File: config.mk
export PLATFORM = sky130hd
export DESIGN_NAME = fifo_wr_sched
export DESIGN_NICKNAME = d
export VERILOG_FILES = /design/src/rtl/fifo_sched_pkg.sv /design/src/rtl/hold_buf.sv /design/src/rtl/fifo_wr_sched.sv
export SDC_FILE = /design/constraint.sdc
export NUM_CORES = 1
export LEC_CHECK = 0
export ABC_AREA = 1
export CAP_MARGIN = 20
export CORE_ASPECT_RATIO = 0.6
export CORE_MARGIN = 2
export CORE_UTILIZATION = 35
export CTS_BUF_LIST = sky130_fd_sc_hd__clkbuf_2 sky130_fd_sc_hd__clkbuf_4 sky130_fd_sc_hd__clkbuf_8
export DETAILED_ROUTE_END_ITERATION = 8
export DONT_BUFFER_PORTS = 1
export PLACE_DENSITY = 0.58
export SLEW_MARGIN = 5
export SYNTH_ARGS = -nofsm -noshare
export SYNTH_HDL_FRONTEND = slang
export SYNTH_SLANG_ARGS = --single-unit
File: constraint.sdc
create_clock -name i_CLK -period 1.3 [get_ports i_CLK]
set_input_delay 0.065 -clock i_CLK [delete_from_list [all_inputs] [get_ports i_CLK]]
set_output_delay 0.065 -clock i_CLK [all_outputs]
set_load 0.05 [all_outputs]
File: src/rtl/fifo_sched_pkg.sv
// Shared definitions for the FIFO write-side scheduler: state encoding,
// arbitration mode constants and the statistics counter helper.
package fifo_sched_pkg;

  localparam logic [1:0] ST_IDLE    = 2'd0;
  localparam logic [1:0] ST_ALU_LSB = 2'd1;
  localparam logic [1:0] ST_ALU_MSB = 2'd2;
  localparam logic [1:0] ST_RF_BYTE = 2'd3;

  typedef enum logic [1:0] {
    StIdle   = ST_IDLE,
    StAluLsb = ST_ALU_LSB,
    StAluMsb = ST_ALU_MSB,
    StRfByte = ST_RF_BYTE
  } sched_state_e;

  localparam int unsigned ARB_FIXED = 0;
  localparam int unsigned ARB_RR    = 1;

  localparam int unsigned CNT_W = 16;

  // Saturating increment for the statistics counters.
  function automatic logic [CNT_W-1:0] sat_inc(input logic [CNT_W-1:0] v);
    return (v == {CNT_W{1'b1}}) ? v : v + 1'b1;
  endfunction

endpackage

File: src/rtl/hold_buf.sv
// One-entry ready/valid holding register: captures when empty, empties on release.
module hold_buf #(
  parameter int unsigned Width = 8
) (
  input  logic             clk_i,
  input  logic             rst_ni,
  input  logic             valid_i,
  input  logic [Width-1:0] data_i,
  input  logic             release_i,
  output logic             ready_o,
  output logic [Width-1:0] data_o
);

  logic             full_d, full_q;
  logic [Width-1:0] data_d, data_q;

  // READY comes straight from the register, so capture and release can never
  // coincide: capture needs empty, release needs full.
  always_comb begin
    full_d = full_q;
    data_d = data_q;
    if (release_i && full_q) begin
      full_d = 1'b0;
    end else if (valid_i && !full_q) begin
      full_d = 1'b1;
      data_d = data_i;
    end
  end

  always_ff @(posedge clk_i or negedge rst_ni) begin
    if (!rst_ni) begin
      full_q <= 1'b0;
      data_q <= '0;
    end else begin
      full_q <= full_d;
      data_q <= data_d;
    end
  end

  assign ready_o = ~full_q;
  assign data_o  = data_q;

endmodule

File: src/rtl/fifo_wr_sched.sv
// Write-side scheduler sharing one byte-wide FIFO write port between the ALU
// (2-byte frames) and the register file. FIFO_WR_SCHED_STATS_EN adds counters.
module fifo_wr_sched
  import fifo_sched_pkg::*;
#(
  parameter int unsigned DATA_WIDTH = 8,
  parameter int unsigned ALU_WIDTH  = 2 * DATA_WIDTH,
  parameter int unsigned ARB_MODE   = 1
) (
  input  logic                  i_CLK,
  input  logic                  i_RST,
  input  logic                  i_ALU_VALID,
  input  logic [ALU_WIDTH-1:0]  i_ALU_DATA,
  output logic                  o_ALU_READY,
  input  logic                  i_RF_VALID,
  input  logic [DATA_WIDTH-1:0] i_RF_DATA,
  output logic                  o_RF_READY,
  input  logic                  i_FIFO_FULL,
  output logic                  o_W_INC,
  output logic [DATA_WIDTH-1:0] o_WR_DATA,
  output logic                  o_BUSY
`ifdef FIFO_WR_SCHED_STATS_EN
  ,
  output logic [CNT_W-1:0]      o_BYTE_CNT,
  output logic [CNT_W-1:0]      o_STALL_CNT
`endif
);

  sched_state_e          state_d, state_q;
  logic                  last_rf_d, last_rf_q;
  logic                  alu_rel, rf_rel;
  logic                  alu_ready, rf_ready;
  logic                  alu_full, rf_full;
  logic                  w_inc, busy;
  logic [ALU_WIDTH-1:0]  alu_buf;
  logic [DATA_WIDTH-1:0] rf_buf;

  hold_buf #(.Width(ALU_WIDTH)) u_alu_buf (
    .clk_i    (i_CLK),
    .rst_ni   (i_RST),
    .valid_i  (i_ALU_VALID),
    .data_i   (i_ALU_DATA),
    .release_i(alu_rel),
    .ready_o  (alu_ready),
    .data_o   (alu_buf)
  );

  hold_buf #(.Width(DATA_WIDTH)) u_rf_buf (
    .clk_i    (i_CLK),
    .rst_ni   (i_RST),
    .valid_i  (i_RF_VALID),
    .data_i   (i_RF_DATA),
    .release_i(rf_rel),
    .ready_o  (rf_ready),
    .data_o   (rf_buf)
  );

  assign alu_full = ~alu_ready;
  assign rf_full  = ~rf_ready;
  assign busy     = (state_q != StIdle);
  assign w_inc    = busy & ~i_FIFO_FULL;

  // The pointer tracks the winner of IDLE arbitration; frame-end handoffs have
  // only one possible candidate and leave it untouched.
  always_comb begin
    state_d   = state_q;
    last_rf_d = last_rf_q;
    alu_rel   = 1'b0;
    rf_rel    = 1'b0;
    unique case (state_q)
      StIdle: begin
        if (alu_full && rf_full) begin
          if ((ARB_MODE == ARB_RR) && !last_rf_q) begin
            state_d   = StRfByte;
            last_rf_d = 1'b1;
          end else begin
            state_d   = StAluLsb;
            last_rf_d = 1'b0;
          end
        end else if (alu_full) begin
          state_d   = StAluLsb;
          last_rf_d = 1'b0;
        end else if (rf_full) begin
          state_d   = StRfByte;
          last_rf_d = 1'b1;
        end
      end
      StAluLsb: begin
        if (w_inc) state_d = StAluMsb;
      end
      StAluMsb: begin
        if (w_inc) begin
          alu_rel = 1'b1;
          state_d = rf_full ? StRfByte : StIdle;
        end
      end
      StRfByte: begin
        if (w_inc) begin
          rf_rel  = 1'b1;
          state_d = alu_full ? StAluLsb : StIdle;
        end
      end
    endcase
  end

  always_ff @(posedge i_CLK or negedge i_RST) begin
    if (!i_RST) begin
      state_q   <= StIdle;
      last_rf_q <= 1'b1;
    end else begin
      state_q   <= state_d;
      last_rf_q <= last_rf_d;
    end
  end

  always_comb begin
    o_WR_DATA = '0;
    unique case (state_q)
      StIdle:   o_WR_DATA = '0;
      StAluLsb: o_WR_DATA = alu_buf[DATA_WIDTH-1:0];
      StAluMsb: o_WR_DATA = alu_buf[ALU_WIDTH-1:DATA_WIDTH];
      StRfByte: o_WR_DATA = rf_buf;
    endcase
  end

  assign o_W_INC     = w_inc;
  assign o_BUSY      = busy;
  assign o_ALU_READY = alu_ready;
  assign o_RF_READY  = rf_ready;

`ifdef FIFO_WR_SCHED_STATS_EN
  logic [CNT_W-1:0] byte_cnt_q, stall_cnt_q;

  always_ff @(posedge i_CLK or negedge i_RST) begin
    if (!i_RST) begin
      byte_cnt_q  <= '0;
      stall_cnt_q <= '0;
    end else begin
      if (w_inc) byte_cnt_q <= sat_inc(byte_cnt_q);
      if (busy && i_FIFO_FULL) stall_cnt_q <= sat_inc(stall_cnt_q);
    end
  end

  assign o_BYTE_CNT  = byte_cnt_q;
  assign o_STALL_CNT = stall_cnt_q;
`endif

endmodule

==> results by stage <==
Placed design:
- The global placer's final weighted congestion is 0.795.
- Counting tap cells, the placed design contains a total of 231 instances.
- The count of input and output buffers is 0.
- The post-detailed-placement half-perimeter wirelength is 2610 µm.

Outcome:
- The final reports fail on setup timing.
- The flow ran to the end, but the final reports show violations.

Drt:
- The total vias in the final route is 1396.
- The number of DRC markers in iteration 0 is 90.
- The aggregate routed wire length is 4160 µm.
- The remaining antenna violation count after routing is 0.
- The post-detailed-route DRC marker count is 0.
- After detailed routing, the average wire length per cell comes to 15.2 µm.
- The per-cell via count in the routed design is 5.09.
- The length of the first detailed-routing pass in iterations is 5.

Critical path:
- The cell depth of the worst flop-to-flop path is 4.
- The maximum fanout along the worst path is 8.
- The critical path launch point type is a register.
- The critical path starts at state_q[0].
- The critical path is of the reg -> out type.
- The slowest stage of the critical path is the sky130_fd_sc_hd__dfrtp_2 cell.
- The source of the worst register-to-register timing path is u_alu_buf.full_q.
- The required arrival time at the worst endpoint is 1.24 ns.
- The critical path goes through inv_2 -> nor2_4 -> nand2_1 -> nand3_2 -> buf_12.
- The largest single stage delay on the critical path is 0.44 ns.
- The type of destination of the critical path is an output port.
- The worst reg-to-reg setup slack is -0.02 ns.
- The capturing element of the worst setup path is o_WR_DATA[0].
- At the worst endpoint, the arrival time is 1.36 ns.
- In this run the critical register-to-register path is captured at u_alu_buf.data_o[14].

CTS:
- The clock sink count is 29.
- The maximum clock insertion buffer count is 2.
- Clock tree synthesis selected as its root buffer the cell sky130_fd_sc_hd__clkbuf_8.
- The clock transition at the registers of the reported paths is 0.07 ns.
- The number of buffers created by CTS is 5.
- The CTS tree is done.
- CTS built an H-tree with a depth of 2.
- The clock latency of the later-clocked register in the worst-skew pair is 0.29 ns.

Pwr:
- The total leakage power is 1.11 nW.
- The power density over the cells is 2870 nW/µm².
- The largest voltage drop on the vdd net is 1.01 mV.

STA:
- The final hold violation count came to 0.
- On the final layout, the worst clock skew is 0.00599 ns.
- The worst-margin pin slew is 0.542 ns.
- The worst pin sits at a relative slew slack of 63.7%.
- Setup violations remaining at the end of the flow were counted as 11.
- The post-route clock period utilization is 110%.
- Subtracting the final worst setup slack from the clock period gives 1.42 ns.
- For the final routed database, the setup TNS stands at -1.06 ns.
- The final count of pins violating max slew is 0.
- Setup slack on the critical path of the routed design comes to -0.124 ns.
- Setup repair after global routing could not meet its margin everywhere.
- The tightest hold path in the finished design has a slack of 0.0472 ns.
- For this run, the top clock speed supported by timing is 702 MHz.

Global route:
- The number of antenna violations at the first check in global routing is 0.
- The largest net degree at the start of global routing is 30.
- The total track usage is 19.2%.
- The first-pass GRT wire length is 6500 µm.
- The via count of the first global-routing pass is 1355.
- After global routing the overflow that remains totals 0.

Synth:
- The number of unique standard cell types used by synthesis is 17.
- Counting instances in the post-synthesis netlist gives the leading cell types as 82 x sky130_fd_sc_hd__nand2_1, 37 x sky130_fd_sc_hd__nand3_1, 28 x sky130_fd_sc_hd__dfrtp_1, 5 x sky130_fd_sc_hd__inv_2.
- After technology mapping, the gate count stands at 178.
- For this run, the number of Yosys warnings is 0.
- For this run, the leading register cell type out of synthesis is sky130_fd_sc_hd__dfrtp_1.
- The largest total area in the synthesized netlist belongs to sky130_fd_sc_hd__dfrtp_1.
- The flip-flop and latch count after synthesis is 29.
- The share of flip-flops with an asynchronous set or reset after synthesis is 100%.
- In this run, synthesis inferred 0 flip-flops with an integrated enable.
- The per-instance average area after synthesis is 8.04 µm².
- Among all cell types in the netlist, the one instantiated most often is sky130_fd_sc_hd__nand2_1.
- The sequential fraction of the synthesis area is 50.8%.
- The area of the mapped netlist is 1430 µm².
- Sorting the synthesized cells by area gives the leading types as sky130_fd_sc_hd__dfrtp_1 49%, sky130_fd_sc_hd__nand2_1 22%, sky130_fd_sc_hd__nand3_1 13%.
- The net count after synthesis is 207.
- The top-area cell type share of the netlist area is 49.0%.

Floorplan:
- The floorplan die area is 4630 µm².
- The core outline area is 3790 µm².
- The initial core utilization is 37.8%.
- The overall die height is 53.5 µm.
- The die width is 86.6 µm.
- For this design the top-level I/O count stands at 41.
- The number of core rows is 17.

Layout:
- Leaving out filler cells and counting taps, the final layout contains 274.
- The synthesis-to-layout area growth is 52.9%.
- The number of antenna diodes in the final layout is 0.
- The post-route netlist has 25.1% of its cells at a drive strength greater than 1.
- The final net count is 255.

Min path:
- The startpoint identified for the worst hold timing path is i_FIFO_FULL.
- The worst min-delay path class is in -> reg.

Flow run:
- The count of max-cap constraint violations is 0.
-- critical path: cells and delay by family (launching register included) --
| kind | cells | cell delay (ns) |
|---|---|---|
| DFF | 1 | 0.44 |
| and+or+nand+nor | 3 | 0.42 |
| buffers and inverters | 2 | 0.21 |
-- metrics by stage --
stage,util (%),setup slack (ns),instance area (µm²),total power [mW]
global placement,43.3,0.0392,1640,4.74
CTS,56.6,-0.117,2140,6.12
floorplan,-,0.117,1430,3.65
global route,57.8,-0.188,2190,6.63
detailed placement,43.3,0.0225,1640,4.82
finish,57.8,-0.124,2190,6.28
-- registers in the layout, indices dropped and copies added (netlist names) --
name / flops
last_rf_q: 1
u_alu_buf.full_q: 1
state_q: 2
u_rf_buf.data_o: 8
u_alu_buf.data_o: 16
u_rf_buf.full_q: 1
-- cell families (layout without fill, tap and decap cells) --
group	count (synthesis)	in the layout	synth area share (%)
AO/OA/AOI/OAI	4	4	1.57
buffers and inverters	18	67	7.78
flip-flops	29	29	50.8
AND/OR/NAND/NOR	127	127	39.9
-- worst min path at each step --
stage                       endpoint  cells past startpoint
global route        u_alu_buf.full_q                      2
global placement    u_alu_buf.full_q                      0
CTS                 u_alu_buf.full_q                      2
detailed placement        state_q[1]                      0
floorplan                 state_q[0]                      0
finish              u_alu_buf.full_q                      2
-- power breakdown --
part | internal, mW | switching (mW) | leakage (nW)
sequential | 1.35 | 0.356 | 0.353
combinational | 1.48 | 2.10 | 0.704
clock | 0.623 | 0.372 | 0.0574
total | 3.45 | 2.82 | 1.11
-- timing repair --
action / CTS / global route
pin swaps: 18 / 1
endpoints found under the hold margin: 56 / 0
hold buffers: 30 / 0
cloned: 0 / 0
setup endpoints to repair: 11 / 12
setup buffers: 2 / 3
gates resized for setup: 15 / 5
-- cells in the final DEF (no fill, tap or decap), drive strengths merged --
cell type	n
nand3	37
clkinvlp	1
buf	21
dfrtp	28
a21boi	1
bufinv	1
clkbuf	6
inv	9
o21ai	3
nor3	1
nor2	3
dlygate4sd3	29
dfstp	1
nand2	86
-- per-layer routing --
| metal | GRT usage, % | up-vias | routed length (µm) |
|---|---|---|---|
| met5 | 0 | - | 0 |
| met3 | 5.37 | 7 | 222 |
| li1 | - | 660 | - |
| met1 | 26.2 | 670 | 1890 |
| met4 | 7.55 | 0 | 52 |
| met2 | 29.4 | 59 | 2000 |
-- layout make-up --
class	count	area (µm²)
Sequential cell	29	729
Clock buffer	6	82.6
Fill cell	309	1600
Timing Repair Buffer	50	584
Clock inverter	2	37.5
Multi-Input combinational cell	131	662
Inverter	9	33.8
Tap cell	47	58.8
Note: power is estimated with default switching activity, not from simulation.
